==> config.mk <==
export PLATFORM = sky130hd
export DESIGN_NAME = ifetch_unit
export DESIGN_NICKNAME = d
export VERILOG_FILES = /design/src/rtl/ifetch_unit.sv
export SDC_FILE = /design/constraint.sdc
export NUM_CORES = 1
export LEC_CHECK = 0
export CORE_UTILIZATION = 36
export CTS_BUF_LIST = sky130_fd_sc_hd__clkbuf_2 sky130_fd_sc_hd__clkbuf_4 sky130_fd_sc_hd__clkbuf_8
export DETAILED_ROUTE_END_ITERATION = 8
export PLACE_DENSITY = 0.7
export SETUP_SLACK_MARGIN = 0.15
export SLEW_MARGIN = 20
export SYNTH_ARGS = -nofsm -noshare
export SYNTH_HDL_FRONTEND = slang
export SYNTH_SLANG_ARGS = --single-unit
==> constraint.sdc <==
create_clock -name clk -period 2.7 [get_ports clk]
set_input_delay 0.54 -clock clk [delete_from_list [all_inputs] [get_ports clk]]
set_output_delay 0.54 -clock clk [all_outputs]
set_load 0.03 [all_outputs]
==> src/rtl/ifetch_unit.sv <==
// Instruction fetch: owns the architectural PC and fetches one instruction at a time over req/gnt/rvalid.
// Each fetched word is held for decode until handshake; a redirect overrides all other events.
module ifetch_unit #(
  parameter logic [31:0] RESET_PC = 32'h0000_3000
) (
  input  logic        clk,
  input  logic        rstn,
  input  logic [31:0] npc,
  input  logic        redirect,
  input  logic [31:0] redirect_pc,
  output logic        imem_req,
  output logic [31:0] imem_addr,
  input  logic        imem_gnt,
  input  logic        imem_rvalid,
  input  logic [31:0] imem_rdata,
  output logic        inst_valid,
  output logic [31:0] inst,
  output logic [31:0] inst_pc,
  input  logic        dec_ready,
  output logic        fetch_err
);

  localparam logic [2:0] IDLE = 3'd0;
  localparam logic [2:0] REQ  = 3'd1;
  localparam logic [2:0] WAIT = 3'd2;
  localparam logic [2:0] HOLD = 3'd3;
  localparam logic [2:0] ERR  = 3'd4;

  logic [2:0]  state_r, state_s;
  logic [31:0] pc_r, pc_s;
  logic        drop_r, drop_s;
  logic        req_r;
  logic        valid_r, valid_s;
  logic [31:0] inst_r, inst_s;
  logic [31:0] inst_pc_r, inst_pc_s;
  logic        err_r, err_s;

  function automatic logic misaligned(input logic [31:0] addr);
    return (addr[1:0] != 2'b00);
  endfunction

  assign imem_req   = req_r;
  assign imem_addr  = pc_r;
  assign inst_valid = valid_r;
  assign inst       = inst_r;
  assign inst_pc    = inst_pc_r;
  assign fetch_err  = err_r;

  // Next-state, PC and decode-output selection; redirect wins over everything else.
  always_comb begin
    state_s   = state_r;
    pc_s      = pc_r;
    drop_s    = drop_r;
    valid_s   = valid_r;
    inst_s    = inst_r;
    inst_pc_s = inst_pc_r;
    err_s     = err_r;
    if (redirect) begin
      pc_s    = redirect_pc;
      valid_s = 1'b0;
      if (misaligned(redirect_pc)) begin
        state_s = ERR;
        drop_s  = 1'b0;
        err_s   = 1'b1;
      end else begin
        err_s = 1'b0;
        // A request already granted still owes one rvalid, which must be discarded.
        case (state_r)
          REQ: begin
            if (imem_gnt) begin
              state_s = WAIT;
              drop_s  = 1'b1;
            end else begin
              state_s = REQ;
              drop_s  = 1'b0;
            end
          end
          WAIT: begin
            if (imem_rvalid) begin
              state_s = REQ;
              drop_s  = 1'b0;
            end else begin
              state_s = WAIT;
              drop_s  = 1'b1;
            end
          end
          default: begin
            state_s = REQ;
            drop_s  = 1'b0;
          end
        endcase
      end
    end else begin
      case (state_r)
        IDLE: state_s = REQ;
        REQ: begin
          if (imem_gnt) begin
            state_s = WAIT;
          end else begin
            state_s = REQ;
          end
        end
        WAIT: begin
          if (imem_rvalid) begin
            if (drop_r) begin
              drop_s  = 1'b0;
              state_s = REQ;
            end else begin
              inst_s    = imem_rdata;
              inst_pc_s = pc_r;
              valid_s   = 1'b1;
              state_s   = HOLD;
            end
          end else begin
            state_s = WAIT;
          end
        end
        HOLD: begin
          if (valid_r && dec_ready) begin
            pc_s    = npc;
            valid_s = 1'b0;
            if (misaligned(npc)) begin
              state_s = ERR;
              err_s   = 1'b1;
            end else begin
              state_s = REQ;
            end
          end else begin
            state_s = HOLD;
          end
        end
        ERR: begin
          state_s = ERR;
          valid_s = 1'b0;
        end
        default: begin
          state_s = IDLE;
          valid_s = 1'b0;
          drop_s  = 1'b0;
        end
      endcase
    end
  end

  // State and output registers; imem_req is registered from the next state.
  always_ff @(posedge clk or negedge rstn) begin
    if (!rstn) begin
      state_r   <= IDLE;
      pc_r      <= RESET_PC;
      drop_r    <= 1'b0;
      req_r     <= 1'b0;
      valid_r   <= 1'b0;
      inst_r    <= 32'h0000_0000;
      inst_pc_r <= 32'h0000_0000;
      err_r     <= 1'b0;
    end else begin
      state_r   <= state_s;
      pc_r      <= pc_s;
      drop_r    <= drop_s;
      req_r     <= (state_s == REQ);
      valid_r   <= valid_s;
      inst_r    <= inst_s;
      inst_pc_r <= inst_pc_s;
      err_r     <= err_s;
    end
  end

endmodule

==> results summary, run 1 <==
Of the total power, combinational logic draws about a quarter. The number of nets in the synthesized netlist came out at around 420. The tool flagged a number of max-cap violations equal to 0.

The synthesized cell area is about 4600 um^2. The peak fanout along the critical path came out at 3. Setup repair after global routing left no endpoint under its margin. For this run, asynchronously set or reset flops after synthesis account for between 90% and 100%. The number of pins with negative max-slew slack in the final report is 0. The fraction of layout instances using a drive strength above 1 came out at 18.57%.

For this run, the slowest stage of the critical path takes just under 700 ps. In this run the static leakage power is 3.230 nW. The routed wire length per instance is 16.47 um. The buffering stage count on the worst path with inverters included came out at 1.

Once the clock tree was built, the setup fixing pass inserted 0 buffers. The total power draw is 3.774 mW. The setup skew after layout is between 10 and 15 ps. The number of ports placed on the die boundary is 201. The global-route usage over all layers is 17.67%. The tree is rooted in a sky130_fd_sc_hd__clkbuf_8. The worst setup path is of the flip-flop to output port kind.

Traced cell by cell, the critical path runs through clkdlybuf4s50_1. Setup violations remaining at the end of the flow were counted as 0. The die span in x is 114.7 um. Clock-pin slew was measured on the worst setup and hold paths at 100 ps. The most common cell in the synthesized netlist is sky130_fd_sc_hd__dfrtp_1. The wire length of the first global-routing pass came out at 17380 um. The cell type with the largest total area after synthesis is sky130_fd_sc_hd__dfrtp_1.

The total of cells resized after clock tree synthesis came out at 0. The maximum clock insertion buffer count came out at 2. The initial antenna violation count is 0.

Dividing total power by cell area gives a power density of about 550 nW/um^2. The weighted congestion reported at the end of routability-driven placement is just over 0.8. The placed instances occupy a cell area of 6653 um^2.

The final worst slack came out at 555.4 ps. STA puts the critical path data arrival time at roughly 1600 ps. Wires add up to 11280 um.

The clock sink count is 103. The tightest hold path in the finished design has a slack of 58.73 ps. Data on the critical path is required at its endpoint by between 2000 and 2500 ps. The count of nets left with antenna violations once routing finished came out at 0. The count of hold-fix buffers inserted at cts is 0.

The mean cell area of the mapped netlist came out at 14.48 um^2. The class of the tightest hold or removal check is input port to asynchronous set/reset pin. Grouping stages by cell kind, the critical path spends the most delay in buffers and inverters.

The height of the die came out at ~110 um. The total of buffers placed on input and output ports is 200. In this run, synthesis inferred 0 flip-flops with an integrated enable. The internal portion of the total power is roughly 2.7 mW.

The top cell type's share of synthesized area is 55.25%. The total die area came out at ~13000 um^2. By count the netlist is led by 101 x sky130_fd_sc_hd__dfrtp_1, 60 x sky130_fd_sc_hd__mux2_4, 34 x sky130_fd_sc_hd__nand2_1, 32 x sky130_fd_sc_hd__mux2i_1, 27 x sky130_fd_sc_hd__o21ai_0. The part of the total power dissipated in sequential elements is 47.2%. In the post-synthesis netlist, the biggest area contributors are sky130_fd_sc_hd__dfrtp_1 55%, sky130_fd_sc_hd__mux2_4 20%, sky130_fd_sc_hd__mux2i_1 7.0%. The starting utilization of the core area is 37.46%. The net switching share of the total power is slightly below 30%. For this design the total switching power over the nets is 1.108 mW.

The cell count after synthesis came out at 316. TritonCTS built the clock tree. VDD sags by at most roughly 0.28 mV. The net count reported at finish is about 600. The number of buffers created by CTS is 9. The region available for standard cell placement spans 12210 um^2.

The largest individual stage delay along the critical path comes from the cell sky130_fd_sc_hd__clkdlybuf4s50_1. The number of different library cells used by synthesis comes to 34. The number of global-route vias before repair is between 3000 and 4000. The setup TNS after final layout is 0 ps. In the synthesized netlist the dominant register cell turns out to be sky130_fd_sc_hd__dfrtp_1. The pin count of the biggest net entering global routing came out at 65.

The clock reaches the later pin of the worst-skew pair after 380 ps. The via count is 3185. The clock network is responsible for 26.6% of the overall power. Row generation in the floorplan step produced 40 rows. The post-placement worst setup slack is around 260 ps. In the routed design, unresolved DRC markers number 0.

The first-iteration detailed-routing DRC count is 190. The final critical delay including setup and external delays came out at 2145 ps. From synthesis to final layout, the design area changed by 50.14%. The run finished with clean final reports. The worst setup path is captured at an output port. The first-pass detailed-route iteration total is 4.

The type of origin of the critical path is a flip-flop. The final design area excluding fillers is 6868 um^2. The transition time at the pin with the least slew margin is 595.9 ps. The via density per instance came out at 4.650. The yosys synthesis warning count is 0. The final hold violation count came to 0. Detailed placement finished with a half-perimeter wire length of 8247 um. The total overflow left after global routing is 0.

The antenna diode count came out at 0. The final critical-path share of the clock period is 79.43%. The total number of H-tree levels is 3. In this run, synthesis produced a sequential element count of between 100 and 150. The highest achievable clock rate is 0.4663 GHz. Headroom to the max-slew limit came out at 60.27%. The fill cell instance count of the final layout is 1033. The sequential-to-total area share from yosys stat came out at 56.40%.
layout by cell type, fill, tap and decap left out, types with 4 or more instances in the layout:
| cell type | synthesis | final |
|---|---|---|
| sky130_fd_sc_hd__clkbuf_8 | 0 | 10 |
| sky130_fd_sc_hd__clkdlybuf4s50_1 | 0 | 198 |
| sky130_fd_sc_hd__dfrtp_1 | 101 | 101 |
| sky130_fd_sc_hd__mux2_2 | 4 | 4 |
| sky130_fd_sc_hd__mux2_4 | 60 | 60 |
| sky130_fd_sc_hd__mux2i_1 | 32 | 32 |
| sky130_fd_sc_hd__nand2_1 | 34 | 34 |
| sky130_fd_sc_hd__nor2_1 | 5 | 5 |
| sky130_fd_sc_hd__o21ai_0 | 27 | 27 |
| sky130_fd_sc_hd__o21ai_1 | 6 | 6 |
flip-flops by register name (all words and copies together), names as in the netlist:
| register | flops |
|---|---|
| inst_valid | 1 |
| imem_req | 1 |
| inst | 32 |
| fetch_err | 1 |
| inst_pc | 32 |
| imem_addr | 32 |
| drop_r | 1 |
| state_r | 3 |
power groups by stage:
stage          Sequential (mW)  Combinational [mW]  Clock, mW
4_1_cts                   1.78                1.00       1.05
6_report                  1.78               0.988       1.00
2_1_floorplan             2.06               0.241          0
3_5_place_dp              1.81               0.997          0
3_3_place_gp              1.81               0.987          0
5_1_grt                   1.80                1.04       1.11
layout make-up:
class / count / area [um^2] / area share [%]
clock buffers: 12 / 152.6 / 2.223
inverters: 1 / 3.754 / 0.05465
flip-flops and latches: 103 / 2580 / 37.57
repair buffers: 205 / 2069 / 30.13
multi-input cells: 192 / 1797 / 26.16
clock inverters: 4 / 55.05 / 0.8016
well taps: 168 / 210.2 / 3.061
layer usage:
metal | global-route usage [%] | share of wire, %
met1 | 20.23 | 41
met5 | 0 | 0
met2 | 30.06 | 49
met4 | 5.541 | 1.3
met3 | 7.411 | 9.6
cell families (layout without fill, tap and decap cells):
kind of cell           Yosys count  after routing  synth area share [%]
AOI/OAI and AO/OA               47             47                 5.936
buffers and inverters           21            222                 4.513
and+or+nand+nor                 49             49                 5.470
DFF                            103            103                 56.40
muxes                           96             96                 27.68
worst reg2reg max path, stage by stage (launching register included):
cell and delay, ps:
sky130_fd_sc_hd__dfrtp_1 570, sky130_fd_sc_hd__nor2b_4 90, sky130_fd_sc_hd__and3b_4 220, sky130_fd_sc_hd__nand2_8 200
sky130_fd_sc_hd__buf_12 270, sky130_fd_sc_hd__mux2_2 360
final timing paths:
kind | start | to | slack [ps] | cells past startpoint
worst max-delay path | imem_addr[12] | imem_addr[12] | 560 | 1
worst min-delay path | rstn | imem_addr[22] | 60 | 1
worst max register to register | state_r[0] | inst[19] | 890 | 5
worst min register to register | imem_addr[13] | imem_addr[13] | 490 | 2
max in group asynchronous | rstn | imem_addr[13] | 1930 | 2
min in group clk | imem_addr[13] | imem_addr[13] | 490 | 2
per-stage QoR:
stage	std cells	utilization, %
final	685	56.24
after floorplan	316	-
after global routing	685	56.24
after detailed placement	669	54.48
after global placement	669	54.48
after CTS	685	56.18
No activity file was read; power rests on OpenSTA's default activity.
==> inputs of run 2 (changes only) <==
==> constraint.sdc (replaced) <==
create_clock -name clk -period 2.1 [get_ports clk]
set_input_delay 0.42 -clock clk [delete_from_list [all_inputs] [get_ports clk]]
set_output_delay 0.42 -clock clk [all_outputs]
set_load 0.03 [all_outputs]
==> run 2 against run 1 <==
Non-clock buffer count rose by 7. Via count is 0.53% higher. Global-route usage grew 0.48 points. Largest cell class unchanged. Largest power group unchanged.
==> results summary, run 2 (same netlist as run 1, synthesis figures left out) <==
The library cell used most frequently in the layout, excluding fill and tap cells, is sky130_fd_sc_hd__clkdlybuf4s50_1. The kind of cell with the highest combined delay along the critical path is buffers and inverters. The transition time at the pin with the least slew margin came out at 443.4 ps. The finished layout holds 692 standard cells, fillers aside. The setup TNS after final layout is 0 ps. The max-cap violation count came out at 0. Based on the critical path, the design can be clocked at up to 0.5276 GHz. The highest cell delay on the worst timing path came out at 730 ps. The total die area is 13160 um^2. The antenna diode count is 0. The routed wire length per instance is 16.59 um.

The number of buffers created by CTS came out at 9. In this run, placement finished with an instance count of 675. The initial antenna violation count is 0.

For this configuration, the core starts out at a cell density of 37.46%. At the worst endpoint, the arrival time is 1480 ps. The wire length of the first global-routing pass is 17880 um. The part of the total power dissipated in sequential elements came out at 47.0%. The slowest stage of the critical path is the sky130_fd_sc_hd__clkdlybuf4s50_1 cell. Global routing used 18.15% of the available tracks across all layers. The final critical delay including setup and external delays is 1895 ps. The flow ran to the end, and the final reports show no timing, DRC or antenna violations.

The pin count of the biggest net entering global routing is 65. The final layout contains roughly 620 nets. The worst setup path is captured at an output port.

The number of pins with negative max-slew slack in the final report is 0. After layout, the worst path uses 90.25% of the clock period. The register clock-pin slew on the reported worst setup and hold paths came out at 80 ps.

The placeable core area came out at 12210 um^2. The final hold violation count was 0. The min-delay analysis places its worst path in the category input port to flip-flop. The final setup violation count is 0. The worst setup path is of the flip-flop to output port kind. Dividing the detail-routed via count by the number of cells gives roughly 4.6.

The tree is rooted in a sky130_fd_sc_hd__clkbuf_8. The count of standard-cell rows came out at 40. The first-pass detailed-route iteration total is 4. The fraction of layout instances using a drive strength above 1 is 19.47%. Headroom to the max-slew limit came out at a little over two thirds. Cells fill 56.84% of the core in the end. The critical path goes through clkdlybuf4s50_1. The net switching power came out at between 1 and 1.5 mW.

The total number of H-tree levels came out at 3. In the layout the commonest cells are 191 x sky130_fd_sc_hd__clkdlybuf4s50_1, 101 x sky130_fd_sc_hd__dfrtp_1, 60 x sky130_fd_sc_hd__mux2_4, 34 x sky130_fd_sc_hd__nand2_1, 32 x sky130_fd_sc_hd__mux2i_1. The height of the die came out at 114.7 um. The number of global-route vias before repair came to 3353. STA classifies the critical path startpoint as a flip-flop. The final layout contains routed wiring with a total length of 11480 um. The static leakage is 3.332 nW. The power density relative to cell area came out at 703.2 nW/um^2. The setup skew after layout is 7.521 ps. The clock sink count is approximately 100.

Setup repair after global routing left no endpoint under its margin. The later pin in the worst-skew pair is clocked with a latency of between 300 and 400 ps. In this run, the clock network consumes 26.8% of the power. The cell-internal power came out at 3.484 mW.

The number of ports placed on the die boundary is 201. Of the total power, the share spent switching nets is 28.62%. Summing all placed instances gives a cell area of around 6700 um^2. The die span in x is ~110 um. The weighted congestion reported at the end of routability-driven placement came out at 0.7996.

The count of nets left with antenna violations once routing finished came out at 0. The tightest hold margin came out at 442.6 ps. Counting along the longest clock path gives a buffer depth of 2. The clock tree from TritonCTS is done. The HPWL reported at the end of detailed placement came out at 8665 um. The first-iteration detailed-routing DRC count is 150. In this run, the combinational gates consume 26.2% of the power. The total congestion overflow is 0. Data on the critical path is required at its endpoint by 1680 ps. The maximum ir drop on the vdd rail is ~0.40 mV.

In the routed design, unresolved DRC markers number 0. The buffering stage count on the worst path with inverters included is 1. The peak fanout along the critical path is 3. The layout-stage area growth over the synthesis result came out at 51.75%.

The via count came out at about 3200. The total of buffers placed on input and output ports came out at 200. Summing all non-filler instances in the final layout gives an area of 6942 um^2.
[run 2: cell types whose count changed in the layout (fill, tap and decap cells not counted), sizes merged]
cell,change
dlymetal6s2s,+5
dlygate4sd3,+1
dlygate4sd2,+2
inv,-1
buf,+6
clkbuf,+3
clkdlybuf4s50,-7
clkinv,-2
[run 2: worst paths after layout]
path                               start  slack, ps  depth (start not counted)       endpoint
setup / recovery            imem_addr[1]        200                          1   imem_addr[1]
hold / removal                  redirect        440                          3     inst_valid
setup reg to reg              state_r[0]        420                          5        inst[6]
hold reg to reg            imem_addr[12]        500                          2  imem_addr[12]
max in group asynchronous           rstn        940                          3  imem_addr[12]
min in group asynchronous           rstn        550                          2       inst[24]
[run 2: through the flow]
stage / setup slack [ps] / total power, mW
4_1_cts: 158.9 / 4.955
5_1_grt: 151.2 / 5.118
6_report: 204.8 / 4.881
3_5_place_dp: 53.81 / 3.626
2_1_floorplan: 565.3 / 2.953
3_3_place_gp: 76.83 / 3.598
[run 2: repair_timing]
item / CTS / global route
hold buffers: 1 / 0
resized for setup: 2 / 5
endpoints found under the setup margin: 2 / 5
buffers inserted: 0 / 0
hold endpoints to repair: 30 / 0
[run 2: area by class of cell]
| type | count | area, um^2 |
|---|---|---|
| fillers | 1034 | 5270 |
| clock buffers | 15 | 181.4 |
| inverters | 1 | 3.754 |
| multi-input cells | 192 | 1789 |
| flip-flops and latches | 103 | 2580 |
| clock inverters | 1 | 30.03 |
| well taps | 168 | 210.2 |
| repair buffers | 212 | 2147 |
[run 2: power groups by stage]
| stage | logic (mW) | clock network [mW] | registers [mW] |
|---|---|---|---|
| CTS | 1.29 | 1.36 | 2.30 |
| detailed placement | 1.29 | 0 | 2.34 |
| finish | 1.28 | 1.31 | 2.29 |
| floorplan | 0.310 | 0 | 2.64 |
| global route | 1.35 | 1.45 | 2.32 |
| global placement | 1.27 | 0 | 2.32 |
[run 2: layer usage]
layer  vias up  global-route usage [%]  share of wire (%)
met4         0                   6.926                2.4
li1       1519                       -                  -
met3        17                   7.729                9.7
met2       141                   30.26                 47
met5         -                       0                  0
met1      1525                   20.72                 40
